## src/rtl/mem_port_arbiter.sv

```systemverilog
// -----------------------------------------------------------------------------
// mem_port_arbiter
//
// Shares one single-port program/data memory between the CPU core and a
// program loader / debug port. Both sides use a level req/gnt handshake.
// Grants are registered, and ownership alternates on ties. When the other
// side is waiting, one owner may hold the port for at most MAX_HOLD
// consecutive cycles.
//
// Parameters
//   DATA_WIDTH  memory data width
//   ADDR_WIDTH  memory address width
//   MAX_HOLD    max consecutive owned cycles while the other side waits (>=2)
//
// Ports
//   clk, rst                     rising-edge clock, synchronous active-high reset
//   cpu_req/wr/addr/wdata        CPU request side
//   cpu_gnt, cpu_stall           CPU owns the port / CPU is waiting
//   cpu_rvalid, cpu_rdata        read return to the CPU
//   ld_req/wr/addr/wdata         loader request side
//   ld_gnt                       loader owns the port
//   ld_rvalid, ld_rdata          read return to the loader
//   mem_rd/wr/addr/wdata         memory strobes and address/data
//   mem_rdata                    memory read data, valid 1 cycle after mem_rd
//
// Optional feature (macro ARB_STATS_EN):
//   conflict_cnt [15:0]  cycles where both sides request and one is granted
//   forced_cnt   [7:0]   number of MAX_HOLD forced hand-overs
//   Both counters saturate at all-ones. Arbitration is the same with or
//   without the macro.
// -----------------------------------------------------------------------------
module mem_port_arbiter #(
    parameter int DATA_WIDTH = 8,
    parameter int ADDR_WIDTH = 5,
    parameter int MAX_HOLD   = 8
) (
    input  logic                  clk,
    input  logic                  rst,
    input  logic                  cpu_req,
    input  logic                  cpu_wr,
    input  logic [ADDR_WIDTH-1:0] cpu_addr,
    input  logic [DATA_WIDTH-1:0] cpu_wdata,
    output logic                  cpu_gnt,
    output logic                  cpu_stall,
    output logic                  cpu_rvalid,
    output logic [DATA_WIDTH-1:0] cpu_rdata,
    input  logic                  ld_req,
    input  logic                  ld_wr,
    input  logic [ADDR_WIDTH-1:0] ld_addr,
    input  logic [DATA_WIDTH-1:0] ld_wdata,
    output logic                  ld_gnt,
    output logic                  ld_rvalid,
    output logic [DATA_WIDTH-1:0] ld_rdata,
    output logic                  mem_rd,
    output logic                  mem_wr,
    output logic [ADDR_WIDTH-1:0] mem_addr,
    output logic [DATA_WIDTH-1:0] mem_wdata,
    input  logic [DATA_WIDTH-1:0] mem_rdata
`ifdef ARB_STATS_EN
    ,
    output logic [15:0]           conflict_cnt,
    output logic [7:0]            forced_cnt
`endif
);

    typedef enum logic [1:0] {IDLE, OWN_CPU, OWN_LD} state_t;
    typedef enum logic [1:0] {RD_NONE, RD_CPU, RD_LD} rd_owner_t;

    localparam int HOLD_W = (MAX_HOLD > 2) ? $clog2(MAX_HOLD) : 1;
    localparam logic [HOLD_W-1:0] HOLD_LAST = HOLD_W'(MAX_HOLD - 1);

    state_t            state;
    rd_owner_t         rd_owner;
    logic [HOLD_W-1:0] hold_cnt;
    logic              last_was_cpu;   // 0 = loader was served last
    logic              cpu_forced;     // CPU has used up its hold budget
    logic              ld_forced;      // loader has used up its hold budget

    // A forced hand-over happens only while the owner still requests and the
    // other side is waiting. A saturated counter with no contender does nothing.
    assign cpu_forced = (state == OWN_CPU) && cpu_req && ld_req && (hold_cnt == HOLD_LAST);
    assign ld_forced  = (state == OWN_LD)  && ld_req && cpu_req && (hold_cnt == HOLD_LAST);

    assign cpu_stall = cpu_req & ~cpu_gnt;

    // Arbitration FSM. The grant outputs are registered together with the state.
    // NOTE: sequential state uses non-blocking assignments only, so every
    // register samples pre-edge values no matter how the statements are ordered.
    always_ff @(posedge clk) begin
        if (rst) begin
            state        <= IDLE;
            cpu_gnt      <= 1'b0;
            ld_gnt       <= 1'b0;
            hold_cnt     <= '0;
            last_was_cpu <= 1'b0;
        end else begin
            case (state)
                IDLE: begin
                    hold_cnt <= '0;
                    if (cpu_req && (!ld_req || !last_was_cpu)) begin
                        state        <= OWN_CPU;
                        cpu_gnt      <= 1'b1;
                        last_was_cpu <= 1'b1;
                    end else if (ld_req) begin
                        state        <= OWN_LD;
                        ld_gnt       <= 1'b1;
                        last_was_cpu <= 1'b0;
                    end
                end
                OWN_CPU: begin
                    if (!cpu_req) begin
                        state    <= IDLE;
                        cpu_gnt  <= 1'b0;
                        hold_cnt <= '0;
                    end else if (cpu_forced) begin
                        state        <= OWN_LD;
                        cpu_gnt      <= 1'b0;
                        ld_gnt       <= 1'b1;
                        hold_cnt     <= '0;
                        last_was_cpu <= 1'b0;
                    end else if (hold_cnt != HOLD_LAST) begin
                        hold_cnt <= hold_cnt + 1'b1;
                    end
                end
                OWN_LD: begin
                    if (!ld_req) begin
                        state    <= IDLE;
                        ld_gnt   <= 1'b0;
                        hold_cnt <= '0;
                    end else if (ld_forced) begin
                        state        <= OWN_CPU;
                        ld_gnt       <= 1'b0;
                        cpu_gnt      <= 1'b1;
                        hold_cnt     <= '0;
                        last_was_cpu <= 1'b1;
                    end else if (hold_cnt != HOLD_LAST) begin
                        hold_cnt <= hold_cnt + 1'b1;
                    end
                end
                default: begin
                    state    <= IDLE;
                    cpu_gnt  <= 1'b0;
                    ld_gnt   <= 1'b0;
                    hold_cnt <= '0;
                end
            endcase
        end
    end

    // Memory drive comes combinationally from the current owner.
    // NOTE: every output gets a default first, so no path leaves a signal
    // unassigned and no latch is inferred.
    always_comb begin
        mem_rd    = 1'b0;
        mem_wr    = 1'b0;
        mem_addr  = '0;
        mem_wdata = '0;
        if (cpu_gnt) begin
            mem_rd    = ~cpu_wr;
            mem_wr    = cpu_wr;
            mem_addr  = cpu_addr;
            mem_wdata = cpu_wdata;
        end else if (ld_gnt) begin
            mem_rd    = ~ld_wr;
            mem_wr    = ld_wr;
            mem_addr  = ld_addr;
            mem_wdata = ld_wdata;
        end
    end

    // Remember who issued the read so the data returns to that side, even when
    // ownership changes on the same edge.
    always_ff @(posedge clk) begin
        if (rst) begin
            rd_owner <= RD_NONE;
        end else if (mem_rd) begin
            rd_owner <= cpu_gnt ? RD_CPU : RD_LD;
        end else begin
            rd_owner <= RD_NONE;
        end
    end

    assign cpu_rvalid = (rd_owner == RD_CPU);
    assign ld_rvalid  = (rd_owner == RD_LD);
    assign cpu_rdata  = cpu_rvalid ? mem_rdata : '0;
    assign ld_rdata   = ld_rvalid  ? mem_rdata : '0;

`ifdef ARB_STATS_EN
    always_ff @(posedge clk) begin
        if (rst) begin
            conflict_cnt <= '0;
            forced_cnt   <= '0;
        end else begin
            if (cpu_req && ld_req && (cpu_gnt ^ ld_gnt) && (conflict_cnt != 16'hFFFF))
                conflict_cnt <= conflict_cnt + 16'd1;
            if ((cpu_forced || ld_forced) && (forced_cnt != 8'hFF))
                forced_cnt <= forced_cnt + 8'd1;
        end
    end
`endif

endmodule

```

## config.mk

```make
export PLATFORM = sky130hd
export DESIGN_NAME = mem_port_arbiter
export DESIGN_NICKNAME = d
export VERILOG_FILES = /design/src/rtl/mem_port_arbiter.sv
export SDC_FILE = /design/constraint.sdc
export NUM_CORES = 1
export LEC_CHECK = 0
export ABC_AREA = 0
export BUFFER_PORTS_ARGS = -buffer_cell sky130_fd_sc_hd__buf_4
export CAP_MARGIN = 20
export CELL_PAD_IN_SITES_DETAIL_PLACEMENT = 0
export CELL_PAD_IN_SITES_GLOBAL_PLACEMENT = 1
export CORE_MARGIN = 1
export CORE_UTILIZATION = 25
export DETAILED_ROUTE_END_ITERATION = 10
export GPL_ROUTABILITY_DRIVEN = 0
export HOLD_SLACK_MARGIN = 0.02
export PLACE_DENSITY_LB_ADDON = 0.1
export SLEW_MARGIN = 10
export SYNTH_ARGS = -nofsm -noshare
export SYNTH_HDL_FRONTEND = slang
export SYNTH_SLANG_ARGS = --single-unit
```

## constraint.sdc

```tcl
create_clock -name clk -period 3.1 [get_ports clk]
set_input_delay 0.31 -clock clk [delete_from_list [all_inputs] [get_ports clk]]
set_output_delay 0.31 -clock clk [all_outputs]
set_load 0.01 [all_outputs]
```

==> impl_metrics.xml <==
<?xml version="1.0" encoding="UTF-8"?>
<metrics>
  <group name="clock_network">
    <metric name="cts.reportedPaths.clkPinSlew" unit="ns">0.07</metric>
    <metric name="post_cts_resized" unit="">0</metric>
    <metric name="clockRootBuffer" unit="">clkbuf_4</metric>
    <metric name="cts_inserted_buffers" unit="">3</metric>
    <metric name="hold_buffers" unit="">0</metric>
    <metric name="numClockSinks" unit="">10</metric>
    <metric name="cts_htree_levels" unit="">1</metric>
    <metric name="worst_skew_pair.late_latency" unit="ns">0.27</metric>
    <metric name="ctsLongestPathBuffers" unit="">2</metric>
    <metric name="postCtsSetupRepairBufs" unit="">0</metric>
    <metric name="tritoncts" unit="">yes</metric>
  </group>
  <group name="power">
    <metric name="power.leakage" unit="nW">0.7476</metric>
    <metric name="irDropWorstVdd" unit="V">0.0003072</metric>
    <metric name="sw_frac_of_total" unit="%">39.07</metric>
    <metric name="comb_power_share" unit="%">62.8</metric>
    <metric name="share_seq_of_total_power" unit="%">23.7</metric>
    <metric name="int_pwr" unit="mW">0.5359</metric>
    <metric name="cellPowerDensity" unit="nW/um2">598.3</metric>
    <metric name="switch_pwr" unit="mW">0.3437</metric>
    <metric name="clockPowerShare" unit="%">13.5</metric>
  </group>
  <group name="synthesis">
    <metric name="async_reset_ff_share" unit="%">0</metric>
    <metric name="yosysWarningCount" unit="">0</metric>
    <metric name="ys.flop_type" unit="">dfxtp_1</metric>
    <metric name="synth_common_cells" unit="">and2_1, a22o_1, dfxtp_1, nand2_1</metric>
    <metric name="synth_area_per_cell" unit="um2">7.835</metric>
    <metric name="synth_edf_count" unit="">0</metric>
    <metric name="postSynthCellCount" unit="">107</metric>
    <metric name="synthDistinctLibCells" unit="">31</metric>
    <metric name="synthDominantCellAreaShare" unit="%">23.88</metric>
    <metric name="synth_area_leader_cell" unit="">dfxtp_1</metric>
    <metric name="synth_sequential_area_ratio" unit="%">23.88</metric>
    <metric name="synth.ff_latch_count" unit="">10</metric>
    <metric name="syn-cell-area" unit="um2">838.3</metric>
    <metric name="post-synth-top-count-cell" unit="">and2_1</metric>
    <metric name="synthesis.nets" unit="">152</metric>
    <metric name="netlist_top_cells_area" unit="">dfxtp_1, a22o_1, and2_1</metric>
  </group>
  <group name="worst_setup_path">
    <metric name="r2r_depth" unit="">6</metric>
    <metric name="cp.arrival" unit="ns">1.95</metric>
    <metric name="timing.critical_path.cells" unit="">nor2b_1 &gt; a22o_1 &gt; buf_4</metric>
    <metric name="crit_fanout" unit="">21</metric>
    <metric name="cp_slowest_cell" unit="">nor2b_1</metric>
    <metric name="max_stage_delay" unit="ns">0.80</metric>
    <metric name="critical_path_source_type" unit="">flop</metric>
    <metric name="cp.required" unit="ns">2.79</metric>
    <metric name="worst_r2r_endpoint" unit="">state[0]</metric>
    <metric name="timing_worst_setup_path_type" unit="">flop to output port</metric>
    <metric name="cp_num_buf_inv" unit="">1</metric>
    <metric name="regToRegStartpoint" unit="">state[0]</metric>
    <metric name="crit_family" unit="">simple AND/OR/NAND/NOR gates</metric>
    <metric name="reg2reg_setup_slack" unit="ns">1.48</metric>
    <metric name="endpoint_kind_of_the_worst_setup_timing_path" unit="">output port</metric>
  </group>
  <group name="final_layout">
    <metric name="fillerInstances" unit="">329</metric>
    <metric name="layout-drive-gt1-share" unit="%">47.78</metric>
    <metric name="final_core_utilization" unit="%">47.00</metric>
    <metric name="area_growth_syn_to_layout" unit="%">75.37</metric>
    <metric name="antenna-diode-count" unit="">0</metric>
    <metric name="design.final.nets" unit="">226</metric>
  </group>
  <group name="floorplanning">
    <metric name="fp.dieArea" unit="um2">3589</metric>
    <metric name="top_level_ports" unit="">76</metric>
    <metric name="die_width" unit="um">59.91</metric>
    <metric name="start_util" unit="%">26.80</metric>
    <metric name="std_cell_rows" unit="">20</metric>
    <metric name="floorplan.die.height" unit="um">59.91</metric>
    <metric name="core" unit="um2">3128</metric>
  </group>
  <group name="routing">
    <metric name="wire_per_inst" unit="um">12.08</metric>
    <metric name="ant_nets" unit="">0</metric>
    <metric name="viasPerCell" unit="">4.603</metric>
    <metric name="detail_route.drc_violations" unit="">0</metric>
    <metric name="drtIter0Drc" unit="">36</metric>
    <metric name="wirelength" unit="um">2707</metric>
    <metric name="drt_pass1_iterations" unit="">2</metric>
    <metric name="routed-via-count" unit="">1031</metric>
  </group>
  <group name="timing">
    <metric name="timing.slew.headroom" unit="%">40.22</metric>
    <metric name="tightestPinTransition" unit="ns">0.8949</metric>
    <metric name="final.period_utilization" unit="%">72.86</metric>
    <metric name="grt_setup_unrepaired" unit="">no</metric>
    <metric name="hold_violations" unit="">0</metric>
    <metric name="final.setup.worst_slack" unit="ns">0.8414</metric>
    <metric name="finalMaxSlewViolations" unit="">0</metric>
    <metric name="clock-skew-final" unit="ns">0.004418</metric>
    <metric name="min_period" unit="ns">2.259</metric>
    <metric name="fmaxAchievable" unit="MHz">442.7</metric>
    <metric name="setup_viol" unit="">0</metric>
    <metric name="setup_tns" unit="ns">0</metric>
  </group>
  <group name="global_route">
    <metric name="grt_resource_usage_total" unit="%">14.36</metric>
    <metric name="grt_max_degree" unit="">22</metric>
    <metric name="antenna_found_initial" unit="">0</metric>
    <metric name="grt_overflow" unit="">0</metric>
    <metric name="grt_first_pass_wirelength" unit="um">3939</metric>
    <metric name="number_of_global_route_vias_before_repair" unit="">966</metric>
  </group>
  <group name="hold_path">
    <metric name="hold_path_class" unit="">primary input to flop</metric>
    <metric name="timing.hold.worst_path_depth" unit="">2</metric>
    <metric name="min_delay_worst_endpoint" unit="">rd_owner[1]</metric>
    <metric name="startpoint_of_the_most_critical_hold_path" unit="">ld_wr</metric>
  </group>
  <group name="placed_design">
    <metric name="pre_cts_ws" unit="ns">1.122</metric>
    <metric name="io_buffers" unit="">75</metric>
    <metric name="hpwl" unit="um">2238</metric>
  </group>
  <group name="flow_run">
    <metric name="cap_violations" unit="">0</metric>
  </group>
  <group name="outcome">
    <metric name="run_status" unit="">finished clean</metric>
  </group>
</metrics>
==> power groups by stage <==
stage          sequential, mW  combinational, mW  clock, mW
2_1_floorplan           0.186              0.335          0
3_3_place_gp            0.209              0.554          0
3_5_place_dp            0.211              0.557          0
4_1_cts                 0.209              0.559      0.122
5_1_grt                 0.217              0.608      0.129
6_report                0.208              0.553      0.119
==> final cells by class <==
class                           instances  area [um2]  area share [%]
Multi-Input combinational cell         88       604.3           41.11
Timing Repair Buffer                   75       563.0           38.30
Sequential cell                        10       200.2           13.62
Tap cell                               44       55.05           3.745
Clock buffer                            4       36.28           2.468
Inverter                                3       11.26          0.7660
==> layout by cell type (no fill, tap or decap) <==
cell / instances
a211o_2: 1
xnor2_1: 1
dfxtp_1: 10
or3b_1: 2
o21ai_0: 3
a22o_1: 14
ha_1: 5
nor4_1: 1
nor2_1: 6
or2_2: 1
and3_1: 1
inv_1: 3
nand2_1: 10
a31oi_1: 1
a21oi_1: 5
o221ai_2: 1
nand4_1: 1
nand3_1: 1
buf_4: 75
nor2b_1: 5
a211oi_1: 2
and3_2: 1
clkbuf_4: 3
nand3b_1: 1
a21o_2: 2
o22ai_1: 1
o2111ai_1: 1
clkbuf_8: 1
a21bo_2: 1
and2_1: 16
nor3b_1: 1
or2b_1: 1
nand2b_1: 2
==> worst max path at each step <==
stage / from / cells past startpoint / end / slack, ns
floorplan: ld_gnt / 3 / mem_addr[0] / 1.62
global placement: cpu_gnt / 3 / mem_addr[2] / 1.19
detailed placement: cpu_gnt / 3 / mem_wdata[1] / 1.12
CTS: cpu_gnt / 3 / mem_wdata[1] / 0.83
global route: cpu_gnt / 3 / mem_addr[4] / 0.67
finish: cpu_gnt / 3 / mem_wdata[1] / 0.84
==> cells by family after synthesis <==
family / synth area share [%]
flops: 23.88
simple gates: 33.59
buf+inv: 4.030
xor+xnor: 1.045
fa+ha+maj: 7.463
compound gates: 30.00
==> sequential cells by signal, indices dropped and copies added (netlist names) <==
name          flops
rd_owner          2
cpu_gnt           1
hold_cnt          3
last_was_cpu      1
ld_gnt            1
state             2
==> per-stage QoR <==
stage	hold slack [ns]	cell area (um2)	power, mW	cells
3_5_place_dp	0.4867	1434	0.7686	220
2_1_floorplan	0.3880	838.3	0.5209	107
4_1_cts	0.2188	1470	0.8893	224
5_1_grt	0.2133	1470	0.9537	224
3_3_place_gp	0.4717	1434	0.7635	220
6_report	0.2239	1470	0.8796	224
==> metal layers <==
metal | part of all wire, % | GRT usage [%] | vias to the layer above | routed length, um
met3 | 6.9 | 4.329 | 2 | 187
met1 | 37 | 15.16 | 454 | 1010
met5 | 0 | 0 | - | 0
li1 | - | - | 534 | -
met2 | 55 | 28.10 | 41 | 1497
met4 | 0.44 | 1.993 | 0 | 12
(Power assumes the default switching activity.)
